--- src/rtl/note_synth.sv ---
`timescale 1ns/1ps
// ---------------------------------------------------------------------------
// note_synth -- square-wave note player with a one-entry next-note buffer.
//
// A note is {note_word, note_len}: note_word is the phase increment added on
// every audio sample (0 = rest) and note_len is the duration in units of 256
// samples (0 = 256 units, i.e. 65536 samples). The output is a square wave
// whose sign follows phase bit 15 and whose magnitude is volume << 11.
//
// Build option: define NOTE_GAP_EN to silence the final 64 samples of every
// note (GAP state) for articulation between consecutive notes.
//
// Ports
//   clk        in   system clock, rising edge
//   rst_n      in   asynchronous active-low reset
//   sample_en  in   one-cycle strobe at the audio sample rate
//   pause      in   level, 1 freezes playback and mutes the output
//   note_valid in   upstream offers a note
//   note_ready out  next-note buffer empty (handshake with note_valid)
//   note_word  in   [15:0] phase increment per sample
//   note_len   in   [7:0]  duration in 256-sample units, 0 = 256
//   volume     in   [3:0]  amplitude step, used live
//   audio_out  out  [15:0] signed sample, registered
//   playing    out  1 whenever the player is not idle
//   underrun   out  one-cycle pulse when a note ends without a successor
// ---------------------------------------------------------------------------
module note_synth (
  input  logic               clk,
  input  logic               rst_n,
  input  logic               sample_en,
  input  logic               pause,
  input  logic               note_valid,
  output logic               note_ready,
  input  logic [15:0]        note_word,
  input  logic [7:0]         note_len,
  input  logic [3:0]         volume,
  output logic signed [15:0] audio_out,
  output logic               playing,
  output logic               underrun
);

`ifdef NOTE_GAP_EN
  typedef enum logic [1:0] {ST_IDLE = 2'd0, ST_PLAY = 2'd1, ST_GAP = 2'd2} state_t;
`else
  typedef enum logic [1:0] {ST_IDLE = 2'd0, ST_PLAY = 2'd1} state_t;
`endif

  state_t             state_q, state_d;
  logic               buf_full_q, buf_full_d;
  logic [15:0]        buf_word_q, buf_word_d;
  logic [7:0]         buf_len_q, buf_len_d;
  logic [15:0]        cur_word_q, cur_word_d;
  logic [15:0]        phase_q, phase_d;
  logic [15:0]        cnt_q, cnt_d;
  logic signed [15:0] audio_q, audio_d;
  logic               underrun_q, underrun_d;

  logic               accept;
  logic               taken;
  logic               load;
  logic [15:0]        load_word;
  logic [7:0]         load_len;
  logic               in_gap;

  // Square-wave sample from the pre-update phase; a rest note is silent
  // even though its phase never leaves the positive half.
  function automatic logic signed [15:0] tone_sample(input logic [15:0] word,
                                                     input logic [15:0] phase,
                                                     input logic [3:0]  vol);
    logic signed [15:0] amp;
    amp = $signed({1'b0, vol, 11'b0});
    if (word == 16'h0000)
      return 16'sd0;
    return phase[15] ? -amp : amp;
  endfunction

  // Samples remaining minus one; len=0 wraps to 65535, giving 65536 samples.
  function automatic logic [15:0] len_to_count(input logic [7:0] len);
    return {len, 8'h00} - 16'd1;
  endfunction

`ifdef NOTE_GAP_EN
  assign in_gap = (state_q == ST_GAP);
`else
  assign in_gap = 1'b0;
`endif

  always_comb begin
    state_d    = state_q;
    buf_full_d = buf_full_q;
    buf_word_d = buf_word_q;
    buf_len_d  = buf_len_q;
    cur_word_d = cur_word_q;
    phase_d    = phase_q;
    cnt_d      = cnt_q;
    audio_d    = audio_q;
    underrun_d = 1'b0;
    accept     = note_valid && !buf_full_q;
    taken      = 1'b0;
    load       = 1'b0;
    load_word  = buf_word_q;
    load_len   = buf_len_q;

    case (state_q)
      ST_IDLE: begin
        audio_d = 16'sd0;
        // An idle player takes an offered note straight into the current
        // registers so it is playing on the very next cycle. While paused
        // the state is frozen, so the note waits in the buffer instead.
        if (!pause) begin
          if (buf_full_q) begin
            load       = 1'b1;
            buf_full_d = 1'b0;
          end else if (accept) begin
            load      = 1'b1;
            taken     = 1'b1;
            load_word = note_word;
            load_len  = note_len;
          end
        end
      end
`ifdef NOTE_GAP_EN
      ST_PLAY, ST_GAP: begin
`else
      ST_PLAY: begin
`endif
        if (sample_en && !pause) begin
          audio_d = in_gap ? 16'sd0 : tone_sample(cur_word_q, phase_q, volume);
          phase_d = phase_q + cur_word_q;
          cnt_d   = cnt_q - 16'd1;
          // The final sample is still emitted; the player goes silent via
          // IDLE on the following cycle when there is no successor.
          if (cnt_q == 16'd0) begin
            if (buf_full_q) begin
              load       = 1'b1;
              buf_full_d = 1'b0;
            end else if (note_valid) begin
              load      = 1'b1;
              taken     = 1'b1;
              load_word = note_word;
              load_len  = note_len;
            end else begin
              underrun_d = 1'b1;
              state_d    = ST_IDLE;
            end
          end
`ifdef NOTE_GAP_EN
          if (cnt_q != 16'd0 && cnt_d < 16'd64)
            state_d = ST_GAP;
`endif
        end
      end
      default: state_d = ST_IDLE;
    endcase

    if (load) begin
      state_d    = ST_PLAY;
      cur_word_d = load_word;
      phase_d    = 16'h0000;
      cnt_d      = len_to_count(load_len);
    end

    // A note consumed by a direct load must not also land in the buffer.
    if (accept && !taken) begin
      buf_full_d = 1'b1;
      buf_word_d = note_word;
      buf_len_d  = note_len;
    end

    if (pause)
      audio_d = 16'sd0;
  end

  always_ff @(posedge clk or negedge rst_n) begin
    if (!rst_n) begin
      state_q    <= ST_IDLE;
      buf_full_q <= 1'b0;
      phase_q    <= 16'h0000;
      cnt_q      <= 16'h0000;
      audio_q    <= 16'sd0;
      underrun_q <= 1'b0;
    end else begin
      state_q    <= state_d;
      buf_full_q <= buf_full_d;
      phase_q    <= phase_d;
      cnt_q      <= cnt_d;
      audio_q    <= audio_d;
      underrun_q <= underrun_d;
    end
  end

  // Note payload registers are only meaningful once qualified by
  // buf_full_q / a non-idle state, so they carry no reset.
  always_ff @(posedge clk) begin
    buf_word_q <= buf_word_d;
    buf_len_q  <= buf_len_d;
    cur_word_q <= cur_word_d;
  end

  assign note_ready = !buf_full_q;
  assign playing    = (state_q != ST_IDLE);
  assign underrun   = underrun_q;
  assign audio_out  = audio_q;

endmodule
--- config.mk ---
export PLATFORM = sky130hd
export DESIGN_NAME = note_synth
export DESIGN_NICKNAME = d
export VERILOG_FILES = /design/src/rtl/note_synth.sv
export SDC_FILE = /design/constraint.sdc
export NUM_CORES = 1
export LEC_CHECK = 0
export CAP_MARGIN = 40
export CORE_MARGIN = 2
export CORE_UTILIZATION = 45
export CTS_CLUSTER_SIZE = 24
export DETAILED_ROUTE_END_ITERATION = 8
export PLACE_DENSITY = 0.66
export SYNTH_ARGS = -nofsm -noshare
export SYNTH_HDL_FRONTEND = slang
export SYNTH_SLANG_ARGS = --single-unit
--- constraint.sdc ---
create_clock -name clk -period 3.8 [get_ports clk]
set_clock_uncertainty 0.15 [all_clocks]
set_input_delay 1.14 -clock clk [delete_from_list [all_inputs] [get_ports clk]]
set_output_delay 1.14 -clock clk [all_outputs]
set_load 0.03 [all_outputs]
==> summary.md <==
| Metric | Value |
|---|---|
| Status | `completed` |
| Routed wire length | `about 8200 µm` |
| Pins over their slew limit | `0` |
| Final number of setup-violating endpoints | `0` |
| Starting DRT DRC Count | `164` |
| Critical Path End Type | `flop` |
| Crit Path Category | `input pin to flop` |
| Clock tree from TritonCTS | `done` |
| DP Worst Slack | `just over 0.08 ns` |
| Global-route wire length before repair | `roughly 14,000 µm` |
| Crit path time final | `about 3.4 ns` |
| Initial antenna violation count | `0` |
| Max Cap Viol | `0` |
| Final Util | `53.1%` |
| Worst hold stages | `2` |
| R2r setup slk | `0.83 ns` |
| Setup Fix Bufs, Post-CTS | `0` |
| Max FO, Critical Path | `4` |
| Pint | `0.00173 W` |
| Core area | `between 9000 and 10,000 µm²` |
| Worst-margin pin slew | `about 0.61 ns` |
| Cts hold-fix bufs | `0` |
| EDFF count, synth | `40` |
| Fmax | `between 200 and 300 MHz` |
| Crit Reg-Reg Endpoint | `cnt_q[14]$_DFFE_PN0P_` |
| CP arrival | `roughly 3.5 ns` |
| Final RePlAce weighted congestion | `just over 0.8` |
| Largest net degree at the start of global routing | `43` |
| Congestion Overflow GR | `0` |
| Die Wd | `approximately 100 µm` |
| Sw power | `0.000851 W` |
| Setup ws final | `between 0.4 and 0.5 ns` |
| Final period util | `about nine tenths` |
| VDD IR max | `around 220 µV` |
| Clock share of power | `23.9%` |
| # DRC | `0` |
| Hold Startpoint | `audio_out[11]$_DFFE_PN0P_` |
| Die height | `between 100 and 150 µm` |
| Post-CTS resize count | `0` |
| Largest area contributor in the netlist | `edfxtp_1` |
| Pleak | `between 1.5 and 2 nW` |
| Port buffer count | `40` |
| Seq cells post-synth | `80` |
| CP startpoint kind | `input pin` |
| Seq/Total Area, Yosys | `50.2%` |
| Ys flop type | `edfxtp_1` |
| WL/cell | `13.8 µm` |
| H-Tree Depth | `3` |
| Via count | `around 3,100` |
| Net Sw Frac | `around a third` |
| Yosys warns | `0` |
| Req. time, crit path | `a little under 4 ns` |
| P per Cell Area | `504 nW/µm²` |
| Total GRT Usage | `between 10% and 20%` |
| Syn Inst Count | `slightly above 400` |
| Antenna Nets Post-Route | `0` |
| Post-DP HPWL | `~6000 µm` |
| Setup TNS | `0 ns` |
| CTS Sinks | `80` |
| Hold endpoint | `audio_out[11]$_DFFE_PN0P_` |
| Clock buffer depth | `2` |
| Post-Synthesis Cell Area | `4390 µm²` |
| Clock root cell | `clkbuf_8` |
| Syn-to-layout area delta | `16.6%` |
| RR Startpoint | `cnt_q[0]$_DFFE_PN0P_` |
| Inserted Clock Buffers | `9` |
| Gate power share | `31.0%` |
| Mean area per synthesized cell | `~11 µm²` |
| Vias in the first global route | `2,987` |
| Share of the synthesized area in the top cell type | `27.4%` |
| IO Pins | `52` |
| Min Hold Slack | `0.336 ns` |
| N_diodes | `0` |
| Worst skew pair latency | `~0.34 ns` |
| Unrepaired setup endpoints after global routing | `no` |
| Share of cells above drive strength 1 | `about a tenth` |
| Worst min-delay path category | `flop to flop` |
| Starting Density | `between 40% and 50%` |
| Die Area | `between 10,000 and 15,000 µm²` |
| Reg2Reg Depth | `12` |
| CP Launch Point | `sample_en` |
| Netlist cell types | `between 50 and 60` |
| Drt pass-1 iters | `4` |
| Ranking of synthesized cells by area | `edfxtp_1 (27%), dfrtp_1 (23%), ha_1 (5.4%), nand2_1 (4.4%), mux2_2 (4.1%)` |
| CTS clk-pin slew, worst paths | `approximately 0.090 ns` |
| Reg power frac | `about 45%` |
| Final Net Count | `just over 500` |
| Via density | `around 5.2` |
| Site Rows | `36` |
| Fraction of registers with async set/reset | `between 50% and 60%` |
| Hold Violations, Final | `0` |
| Rel. slew slack | `approximately three fifths` |
-- logic make-up after synthesis --
kind of cell	after synthesis	share of synthesized area, %
AOI/OAI and AO/OA	79	10.9
adders and majority gates	20	5.87
DFF	80	50.2
other	1	0.0855
xor gates and xnor gates	31	6.19
muxes	25	6.16
and+or+nand+nor	136	15.9
buffers and inverters	34	4.70
-- cell type report --
type | count | area, µm²
tap | 133 | 166
multi-input combinational | 302 | 2030
inverter | 12 | 47.5
timing repair buffer | 48 | 475
clock buffer | 9 | 124
fill | 885 | 4520
sequential | 80 | 2200
clock inverter | 7 | 71.3
-- metrics by stage --
stage               area, µm²  instances  total power, W
floorplan                4430        416         0.00178
finish                   5120        591         0.00258
global placement         4890        574         0.00194
global route             5120        591         0.00276
detailed placement       4920        575         0.00197
CTS                      5120        591         0.00260
-- critical path, stage by stage --
cell,delay (ns)
clkdlybuf4s50_1,0.48
nor4bb_1,0.36
nand4b_1,0.19
o32ai_4,0.22
mux2i_1,0.30
ha_1,0.27
nand3b_1,0.11
xor2_1,0.15
nand2_1,0.07
o211ai_1,0.10
o21ai_1,0.08
-- worst max-delay path by stage --
stage,slack (ns),cells past startpoint,endpoint
detailed placement,0.08,11,cnt_q[14]$_DFFE_PN0P_
floorplan,0.63,11,cnt_q[14]$_DFFE_PN0P_
finish,0.42,11,cnt_q[14]$_DFFE_PN0P_
global route,0.24,11,cnt_q[14]$_DFFE_PN0P_
global placement,0.18,11,cnt_q[14]$_DFFE_PN0P_
CTS,0.44,11,cnt_q[14]$_DFFE_PN0P_
-- cells in the mapped netlist, types with 3 or more instances --
library cell	number
o21a_1	4
edfxtp_1	40
o21ai_1	6
nor3b_1	4
mux2_2	16
xor2_1	11
nor2b_1	3
nor4_1	6
nand4_1	4
nand3_1	8
buf_4	14
or3_1	6
xnor2_1	20
o21ai_0	20
ha_1	19
a21oi_1	26
inv_1	11
and3_1	5
nor2_1	17
mux2i_1	9
buf_6	3
nand2_1	51
a21o_1	3
o31ai_1	3
o211ai_1	5
dfrtp_1	40
nand3b_1	5
clkbuf_1	4
nor3_1	14
-- layout by cell type (no fill, tap or decap), types with 2 or more instances in the layout --
master / Yosys / layout
clkinvlp_4: 0 / 2
nand2_1: 51 / 51
clkbuf_8: 0 / 9
nor4_1: 6 / 6
nand3_1: 8 / 8
or3_1: 6 / 6
mux2i_1: 9 / 9
nor2b_1: 3 / 3
and3_1: 5 / 5
a211oi_1: 2 / 2
conb_1: 1 / 11
edfxtp_1: 40 / 40
nand3b_1: 5 / 5
a21o_1: 3 / 3
nand4_1: 4 / 4
o21a_1: 4 / 4
a21oi_1: 26 / 26
inv_1: 11 / 11
and2_1: 2 / 2
mux2_2: 16 / 16
nor3b_1: 4 / 4
xor2_1: 11 / 11
xnor2_1: 20 / 20
a31oi_1: 2 / 2
buf_4: 14 / 7
clkdlybuf4s50_1: 0 / 39
o21ai_1: 6 / 6
o31ai_1: 3 / 3
ha_1: 19 / 19
o211ai_1: 5 / 5
o21ai_0: 20 / 20
or4_1: 2 / 2
dfrtp_1: 40 / 40
nor3_1: 14 / 14
nor2_1: 17 / 16
-- registers in the layout, summed over array words and instances (netlist names) --
| name | flops |
|---|---|
| phase_q | 16 |
| buf_word_q | 16 |
| cnt_q | 16 |
| state_q | 1 |
| underrun | 1 |
| buf_len_q | 8 |
| cur_word_q | 16 |
| buf_full_q | 1 |
| audio_out | 5 |
-- power groups by stage --
| stage | logic (W) | clock network [W] | registers [W] |
|---|---|---|---|
| floorplan | 0.000615 | 0 | 0.00116 |
| global placement | 0.000774 | 0 | 0.00117 |
| detailed placement | 0.000795 | 0 | 0.00118 |
| CTS | 0.000800 | 0.000642 | 0.00116 |
| global route | 0.000911 | 0.000670 | 0.00118 |
| finish | 0.000800 | 0.000617 | 0.00116 |
-- metal layers --
layer  vias to the layer above  wire length [µm]  global-route usage [%]
li1                       1555                 -                       -
met1                      1450              4040                    23.9
met2                        73              3720                    26.5
met3                         7               317                    2.31
met4                         0                88                    5.47
met5                         -                 0                       0
Note: power is estimated with default switching activity, not from simulation.
